===== src/rtl/servo_pwm_bank.sv =====
// servo_pwm_bank: multi-channel hobby-servo PWM generator with handshaked
// angle writes, frame-synchronous slew-limited updates and a 4-digit
// seven-segment readout of one channel's live angle.
module servo_pwm_bank #(
    parameter int NUM_CH      = 5,
    parameter int CLK_HZ      = 50_000_000,
    parameter int PERIOD_US   = 20000,
    parameter int MIN_US      = 500,
    parameter int MAX_US      = 2500,
    parameter int RESET_ANGLE = 90,
    parameter int SLEW_STEP   = 2
) (
    input  logic              clk,
    input  logic              reset,
    input  logic              wr_valid,
    output logic              wr_ready,
    input  logic [3:0]        wr_ch,
    input  logic [7:0]        wr_angle,
    input  logic [3:0]        disp_sel,
    output logic [NUM_CH-1:0] pwm_out,
    output logic              frame_tick,
    output logic              busy,
    output logic [3:0][6:0]   seven_seg_display
);

    localparam int CYC_PER_US = CLK_HZ / 1_000_000;
    localparam int PRE_W      = (CYC_PER_US > 1) ? $clog2(CYC_PER_US) : 1;
    localparam int US_MAX     = (PERIOD_US > MAX_US) ? PERIOD_US : MAX_US;
    localparam int US_W       = $clog2(US_MAX + 1);
    // Rounded fixed-point degrees-to-microseconds factor (8 fractional bits).
    localparam int SCALE      = ((MAX_US - MIN_US) * 256 + 90) / 180;

    localparam logic [PRE_W-1:0] PRE_LAST = PRE_W'(CYC_PER_US - 1);
    localparam logic [US_W-1:0]  US_LAST  = US_W'(PERIOD_US - 1);
    localparam logic [7:0]       RESET8   = 8'(RESET_ANGLE);
    localparam logic [7:0]       STEP8    = 8'(SLEW_STEP);

    // Pulse width in microseconds for a given angle.
    function automatic logic [US_W-1:0] angle_to_us(input logic [7:0] a);
        logic [31:0] prod;
        prod = 32'(a) * 32'(SCALE);
        return US_W'(32'(MIN_US) + (prod >> 8));
    endfunction

    // Active-low segment pattern (bit0=a .. bit6=g) for one hex digit.
    function automatic logic [6:0] seg7(input logic [3:0] d);
        logic [6:0] pat;
        case (d)
            4'h0: pat = 7'h3F;  4'h1: pat = 7'h06;
            4'h2: pat = 7'h5B;  4'h3: pat = 7'h4F;
            4'h4: pat = 7'h66;  4'h5: pat = 7'h6D;
            4'h6: pat = 7'h7D;  4'h7: pat = 7'h07;
            4'h8: pat = 7'h7F;  4'h9: pat = 7'h6F;
            4'hA: pat = 7'h77;  4'hB: pat = 7'h7C;
            4'hC: pat = 7'h39;  4'hD: pat = 7'h5E;
            4'hE: pat = 7'h79;  default: pat = 7'h71;
        endcase
        return ~pat;
    endfunction

    logic [PRE_W-1:0]    pre_reg;
    logic [US_W-1:0]     us_reg;
    logic                pre_wrap;
    logic                frame_start;
    logic                wr_accept;
    logic [7:0]          wr_clamped;
    logic                frame_tick_reg;
    logic                busy_reg;
    logic [NUM_CH-1:0]   diff_vec;
    logic [7:0]          cur_w [NUM_CH];
    logic [7:0]          sel_angle;
    logic                sel_valid;
    logic [3:0][6:0]     disp_reg;
    logic [3:0][6:0]     disp_next;

    assign wr_ready    = ~reset;
    assign wr_accept   = wr_valid && wr_ready;
    assign wr_clamped  = (wr_angle > 8'd180) ? 8'd180 : wr_angle;
    assign pre_wrap    = (pre_reg == PRE_LAST);
    assign frame_start = (pre_reg == '0) && (us_reg == '0);

    // Microsecond prescaler and position-within-frame counter.
    always_ff @(posedge clk) begin
        if (reset) begin
            pre_reg <= '0;
            us_reg  <= '0;
        end else if (pre_wrap) begin
            pre_reg <= '0;
            us_reg  <= (us_reg == US_LAST) ? '0 : us_reg + 1'b1;
        end else begin
            pre_reg <= pre_reg + 1'b1;
        end
    end

    genvar gi;
    for (gi = 0; gi < NUM_CH; gi++) begin : g_ch
        logic [7:0]      tgt_reg;
        logic [7:0]      cur_reg;
        logic [7:0]      cur_next;
        logic [US_W-1:0] pulse_reg;
        logic [US_W-1:0] pulse_next;
        logic            pwm_reg;
        logic            wr_hit;

        assign wr_hit = wr_accept && (wr_ch == 4'(gi));

        // Slew-limited step of the live angle toward its target.
        always_comb begin
            cur_next = cur_reg;
            if (SLEW_STEP == 0) begin
                cur_next = tgt_reg;
            end else if (tgt_reg > cur_reg) begin
                cur_next = ((tgt_reg - cur_reg) > STEP8) ? cur_reg + STEP8 : tgt_reg;
            end else if (tgt_reg < cur_reg) begin
                cur_next = ((cur_reg - tgt_reg) > STEP8) ? cur_reg - STEP8 : tgt_reg;
            end
        end

        assign pulse_next = angle_to_us(cur_next);

        // Target capture, frame-start angle/pulse update and pulse output.
        // The frame-start cycle compares against the freshly computed width
        // so the first pulse of a frame already uses the new value.
        always_ff @(posedge clk) begin
            if (reset) begin
                tgt_reg   <= RESET8;
                cur_reg   <= RESET8;
                pulse_reg <= angle_to_us(RESET8);
                pwm_reg   <= 1'b0;
            end else begin
                if (wr_hit) begin
                    tgt_reg <= wr_clamped;
                end
                if (frame_start) begin
                    cur_reg   <= cur_next;
                    pulse_reg <= pulse_next;
                end
                pwm_reg <= (us_reg < (frame_start ? pulse_next : pulse_reg));
            end
        end

        assign cur_w[gi]    = cur_reg;
        assign diff_vec[gi] = (cur_reg != tgt_reg);
        assign pwm_out[gi]  = pwm_reg;
    end

    // Frame tick marks the first cycle of each frame's pulses; busy flags
    // any channel still slewing or awaiting a frame boundary.
    always_ff @(posedge clk) begin
        if (reset) begin
            frame_tick_reg <= 1'b0;
            busy_reg       <= 1'b0;
        end else begin
            frame_tick_reg <= frame_start;
            busy_reg       <= |diff_vec;
        end
    end

    // Select the displayed channel's live angle.
    always_comb begin
        sel_angle = '0;
        for (int i = 0; i < NUM_CH; i++) begin
            if (disp_sel == 4'(i)) begin
                sel_angle = cur_w[i];
            end
        end
    end

    assign sel_valid = ({28'd0, disp_sel} < 32'(NUM_CH));

    // Decimal split and segment decode; dashes for a nonexistent channel.
    always_comb begin
        disp_next = {4{7'b0111111}};
        if (sel_valid) begin
            disp_next[3] = seg7(disp_sel);
            disp_next[2] = seg7(4'(sel_angle / 8'd100));
            disp_next[1] = seg7(4'((sel_angle / 8'd10) % 8'd10));
            disp_next[0] = seg7(4'(sel_angle % 8'd10));
        end
    end

    // Registered display output; blank while in reset.
    always_ff @(posedge clk) begin
        if (reset) begin
            disp_reg <= '1;
        end else begin
            disp_reg <= disp_next;
        end
    end

    assign frame_tick        = frame_tick_reg;
    assign busy              = busy_reg;
    assign seven_seg_display = disp_reg;

endmodule


===== config.mk =====
export PLATFORM = sky130hd
export DESIGN_NAME = servo_pwm_bank
export DESIGN_NICKNAME = d
export VERILOG_FILES = /design/src/rtl/servo_pwm_bank.sv
export SDC_FILE = /design/constraint.sdc
export NUM_CORES = 1
export LEC_CHECK = 0
export CAP_MARGIN = 20
export CELL_PAD_IN_SITES_DETAIL_PLACEMENT = 0
export CELL_PAD_IN_SITES_GLOBAL_PLACEMENT = 1
export CORE_UTILIZATION = 40
export CTS_CLUSTER_DIAMETER = 80
export DETAILED_ROUTE_END_ITERATION = 6
export GPL_ROUTABILITY_DRIVEN = 0
export PLACE_DENSITY = 0.69
export SYNTH_ARGS = -nofsm -noshare
export SYNTH_HDL_FRONTEND = slang
export SYNTH_SLANG_ARGS = --single-unit

===== constraint.sdc =====
create_clock -name clk -period 12.9 [get_ports clk]
set_clock_uncertainty 0.2 [all_clocks]
set_input_delay 3.87 -clock clk [delete_from_list [all_inputs] [get_ports clk]]
set_output_delay 3.87 -clock clk [all_outputs]
set_load 0.05 [all_outputs]

==> summary.txt, run 1 <==
Status
  – Outcome: finished clean

Worst setup path
  – Worst reg-to-reg path cell count: 37
  – Crit path launch: g_ch[1].cur_reg[1]$_SDFFE_PP1P_
  – R2R Setup Slk: approximately 2500 ps
  – Crit. path cell count: 37
  – Crit path kind: flip-flop to flip-flop
  – CP max stage delay: 670 ps
  – Worst Path Max Fanout: 12
  – Startpoint Class: flip-flop
  – CP arrival: 10670 ps
  – CP endpoint kind: flip-flop
  – Top cell by count, worst path: a21oi_1
  – RR Startpoint: g_ch[1].cur_reg[1]$_SDFFE_PP1P_
  – Slowest cell on the critical path: dfxtp_1
  – Worst Path Buf+Inv: 3
  – Crit path max-delay family: compound AO/OA/AOI/OAI gates
  – CP required: roughly 13000 ps

Detailed routing
  – Post-route DRC: 0
  – Post-route antenna net violation count: 0
  – Initial DRC Count: approximately 1500
  – Drt via density: between 5 and 6
  – Routed wire length per instance: roughly 18 microns
  – DRT Wirelength: around 71000 microns
  – Vias: 21600
  – Router iterations before antenna repair: 5

Finish
  – Register area: roughly 4200 sq um
  – Final #Nets: between 3000 and 4000
  – Max reg flops: 75
  – Commonest non-fill, non-tap cells in the layout: 420 x ha_1, 352 x inv_1, 263 x nor2_1
  – Diodes inserted: 0
  – FILL cells: about 6000
  – Commonest non-fill, non-tap cell in the layout: ha_1
  – Layout cells sized above 1: 4.90%
  – Area growth syn-to-layout: 8.62%
  – Footprint of the multi-input gates: about 18000 sq um

Global routing
  – All-layer global routing usage: between 20% and 30%
  – First-pass GRT wire length: approximately 110000 microns
  – Largest net degree at the start of global routing: 54
  – Vias in the first global route: between 20000 and 25000
  – Initial antenna violation count: 0
  – Grt ovf: 0

Clock tree
  – Post-CTS sizing: 0
  – Clock tree buffer depth: 3
  – Setup Buffers After CTS: 0
  – H-tree lvl count: 1
  – CTS Buf Count: 29
  – Clk root buf: clkbuf_16
  – CTS Hold Bufs: 0
  – TritonCTS clock tree: built
  – Clk_lat worst skew: 590 ps
  – # clock sinks: between 200 and 250
  – Worst-path clk slew: 60 ps

Timing
  – Setup TNS: 0 ps
  – Slew HR: around a quarter
  – Final Max Tran Viols: 0
  – # setup viols final: 0
  – Worst-Margin Slew: ~1100 ps
  – Fin crit share: between 80% and 90%
  – Final Hold Vio Count: 0
  – Fmax: between 90 and 100 MHz
  – RSZ-0062 raised after global routing: no
  – Period minus WS final: between 10000 and 15000 ps

Min path
  – HP Class: flip-flop to flip-flop
  – HP Start: g_ch[0].pulse_reg[13]$_SDFF_PP0_
  – WHS Path Cells: 2

Synth
  – Ys async rst share: 0%
  – Post-synth EDFFs: 0
  – Count of cell types in the netlist: between 100 and 150
  – Register bit total from synthesis: 210
  – Syn Inst Count: between 3000 and 4000
  – Yosys top cell by area: ha_1
  – Syn Nets: 3601
  – Top cells by area, synth: ha_1 22%, dfxtp_1 17%, fa_1 7.0%
  – Synth Cell Area: approximately 24000 sq um
  – Top-area cell type share of the netlist area: 21.5%
  – Main synth FF type: dfxtp_1
  – Register area share after synthesis: between 10% and 20%
  – Warnings, synthesis: 0
  – Syn avg cell area: about 7.9 sq um

Placed design
  – Port buffer count: between 50 and 60
  – Hpwl dp: 54400 microns

Die
  – Die area: 62100 sq um
  – Die Ht: 249 microns
  – Starting density of the core: 40.5%
  – Die W: 249 microns
  – FP Rows: 90
  – Top-level I/O count: 55
  – Core footprint: a little over 60000 sq um

Run
  – Maxcap violations: 0
==> stage by stage <==
stage	setup slack [ps]	hold slack [ps]	std cells	instance area [sq um]	utilization, %
floorplan	3780	222	3077	24400	-
global placement	2730	232	3810	25600	42.3
detailed placement	2490	235	3810	25600	42.3
CTS	2420	244	3864	26500	44.0
global route	1540	260	3866	26500	44.0
finish	2540	241	3866	26500	44.0
==> layout make-up <==
type | instances | area share, %
timing repair buffer | 77 | 2.67
multi-input combinational | 2387 | 69.1
clock inverter | 16 | 0.608
clock buffer | 38 | 3.09
tap | 782 | 3.69
inverter | 356 | 5.04
sequential | 210 | 15.8
==> kinds of logic after synthesis <==
logic type,count (synthesis),synth area share [%]
and+or+nand+nor,905,17.6
muxes,65,2.70
AOI/OAI and AO/OA,761,20.8
adders and majority gates,506,28.5
xor gates and xnor gates,150,5.38
buffers and inverters,480,7.84
DFF,210,17.2
==> cells in the mapped netlist (18+ instances only) <==
master      n
a211oi_1   32
a21o_1     51
a21oi_1   211
a31oi_1    24
and2_1     21
and3_1     19
clkbuf_1   88
dfxtp_1   210
fa_1       85
ha_1      420
inv_1     352
mux2i_1    57
nand2_1   254
nand2b_1   18
nand3_1    82
nand4_1    31
nor2_1    264
nor2b_1    28
nor3_1     77
o211ai_1   60
o21a_1     34
o21ai_0   144
or2_2      21
xnor2_1   102
xor2_1     48
==> routing by layer <==
metal  routed length [microns]  track usage (%)  up-vias
li1                          -                -    10800
met1                     34700             32.1    10200
met2                     30700             35.6      528
met3                      3090             2.69      100
met4                      2280             6.95        0
met5                         0                0        -
==> path summary, 6_finish.rpt <==
check,to
worst max-delay path,g_ch[1].pwm_reg$_SDFF_PP0_
worst min-delay path,g_ch[0].pulse_reg[13]$_SDFF_PP0_
worst max register to register,g_ch[1].pwm_reg$_SDFF_PP0_
worst min register to register,g_ch[0].pulse_reg[13]$_SDFF_PP0_
==> tightest hold or removal path, stage by stage, from the launching register on <==
cell,delay [ps]
dfxtp_1,290
nand2_1,70
nor2_1,40
Power of run 1 is left out: the tool's default activity adds up to more than one toggle a clock period on the data nets, which glitch-free logic cannot reach.
==> inputs of run 2 (changes only) <==
==> constraint.sdc (replaced) <==
create_clock -name clk -period 10.82 [get_ports clk]
set_clock_uncertainty 0.2 [all_clocks]
set_input_delay 3.246 -clock clk [delete_from_list [all_inputs] [get_ports clk]]
set_output_delay 3.246 -clock clk [all_outputs]
set_load 0.05 [all_outputs]
==> summary.txt, run 2 (synthesis gave the netlist of run 1 again) <==
Timing
  – Period minus WS final: 9930 ps (was 10360 ps)
  – Slew HR: 36.8% (was 24.3%)
  – Fin crit share: 91.8% (was 80.3%)
  – Fmax: 101 MHz (was 96.6 MHz)
  – Worst-Margin Slew: 946 ps (was 1120 ps)
  – # setup viols final: 0 (unchanged)
  – Final Hold Vio Count: 0 (unchanged)
  – Setup TNS: 0 ps (unchanged)
  – WHS: 244 ps (was 241 ps)
  – RSZ-0062 raised after global routing: no (unchanged)
  – Final Max Tran Viols: 0 (unchanged)

Global routing
  – Grt ovf: 0 (unchanged)
  – Initial antenna violation count: 0 (unchanged)
  – Vias in the first global route: 21200 (was 20800)
  – Largest net degree at the start of global routing: 58 (was 54)
  – First-pass GRT wire length: 115000 microns (was 114000 microns)
  – All-layer global routing usage: 22.5% (was 22.6%)

Worst setup path
  – Worst Path Buf+Inv: 3 (unchanged)
  – Crit path max-delay family: compound AO/OA/AOI/OAI gates (unchanged)
  – Slowest cell on the critical path: dfxtp_1 (unchanged)
  – Crit path kind: flip-flop to flip-flop (unchanged)
  – RR Startpoint: g_ch[1].cur_reg[1]$_SDFFE_PP1P_ (unchanged)
  – CP max stage delay: 600 ps (was 670 ps)
  – CP arrival: 10230 ps (was 10670 ps)
  – Crit. path cell count: 38 (was 37)
  – Crit path launch: g_ch[1].cur_reg[1]$_SDFFE_PP1P_ (unchanged)
  – Worst Path Max Fanout: 12 (unchanged)
  – CP endpoint kind: flip-flop (unchanged)
  – Worst reg-to-reg path cell count: 38 (was 37)
  – Startpoint Class: flip-flop (unchanged)
  – CP required: 11120 ps (was 13210 ps)

Clock tree
  – TritonCTS clock tree: built (unchanged)
  – H-tree lvl count: 1 (unchanged)
  – Clock tree buffer depth: 3 (unchanged)
  – Worst-path clk slew: 60 ps (about the same)
  – Clk_lat worst skew: 570 ps (was 590 ps)
  – CTS Buf Count: 29 (unchanged)
  – # clock sinks: 210 (unchanged)
  – CTS Hold Bufs: 0 (unchanged)
  – Clk root buf: clkbuf_16 (unchanged)

Finish
  – Max reg flops: 75 (unchanged)
  – Layout cells sized above 1: 5.08% (was 4.90%)
  – Commonest non-fill, non-tap cell in the layout: ha_1 (unchanged)
  – FILL cells: 6113 (was 5991)
  – Post-Layout Cell Count: 3870 (was 3866)
  – Footprint of the multi-input gates: 18300 sq um (about the same)
  – Post-route cell area: 26600 sq um (was 26500 sq um)
  – Final #Nets: 3591 (was 3585)
  – Area growth syn-to-layout: 8.84% (was 8.62%)
  – Commonest non-fill, non-tap cells in the layout: 420 x ha_1, 352 x inv_1, 263 x nor2_1 (unchanged)
  – Diodes inserted: 0 (unchanged)
  – Register area: 4200 sq um (unchanged)

Min path
  – HP Start: g_ch[3].pulse_reg[14]$_SDFF_PP0_ (was g_ch[0].pulse_reg[13]$_SDFF_PP0_)
  – WHS Path Cells: 2 (unchanged)
  – HP Class: flip-flop to flip-flop (unchanged)

Detailed routing
  – Detail Route met2 WL: 31400 microns (was 30700 microns)
  – DR top layer: met4 (unchanged)
  – Metal-1 WL: 33800 microns (was 34700 microns)
  – Drt via density: 5.58 (about the same)
  – DRT Wirelength: 70400 microns (was 70800 microns)
  – Router iterations before antenna repair: 6 (was 5)
  – WL met3: 2960 microns (was 3090 microns)
  – Post-route DRC: 0 (unchanged)
  – Post-route antenna net violation count: 0 (unchanged)
  – Initial DRC Count: 1340 (was 1494)
  – Routed wire length per instance: 18.2 microns (was 18.3 microns)
  – Vias: 21600 (about the same)

Placed design
  – Hpwl dp: 54100 microns (was 54400 microns)
  – Port buffer count: 54 (unchanged)
  – Placed inst area: 25600 sq um (about the same)
  – Inst Count DP: 3818 (was 3810)

Run
  – Maxcap violations: 0 (unchanged)

Die
  – Die Ht: 249 microns (unchanged)
  – FP Rows: 90 (unchanged)
  – Die W: 249 microns (unchanged)
  – Die area: 62100 sq um (unchanged)
  – Top-level I/O count: 55 (unchanged)
  – Core footprint: 60400 sq um (unchanged)
  – Starting density of the core: 40.5% (unchanged)

Status
  – Outcome: finished clean (unchanged)
==> run 2: repair_timing <==
item / in CTS / in global routing
resized for setup: 0 / 4
endpoints found under the setup margin: 0 / 2
buffers inserted: 0 / 0
==> run 2: final timing paths <==
kind	to	slack, ps
worst max-delay path	g_ch[1].pwm_reg$_SDFF_PP0_	890
worst min-delay path	g_ch[3].pulse_reg[14]$_SDFF_PP0_	240
worst max register to register	g_ch[1].pwm_reg$_SDFF_PP0_	890
worst min register to register	g_ch[3].pulse_reg[14]$_SDFF_PP0_	240
==> run 2: routing by layer <==
layer | GRT usage (%) | vias up
met3 | 2.34 | 102
met5 | 0 | -
met2 | 36.5 | 501
met4 | 6.72 | 0
li1 | - | 10800
met1 | 31.4 | 10200
==> run 2: area by class of cell <==
cell class	count	area share, %
inverter	356	5.03
tap	782	3.68
clock buffer	40	3.15
clock inverter	12	0.508
sequential	210	15.8
multi-input combinational	2387	69.0
timing repair buffer	83	2.84
==> run 2: per-stage QoR <==
step / setup WS, ps / util (%)
after global placement: 879 / 42.4
after CTS: 617 / 44.0
after global routing: 55.3 / 44.1
after detailed placement: 676 / 42.4
after floorplan: 1700 / -
final: 886 / 44.1
==> run 2: worst min-delay path: stages, from the launching register on <==
cell	delay (ps)
dfxtp_1	300
nand2_1	70
nor2_1	40
Power of run 2 is left out for the same reason.
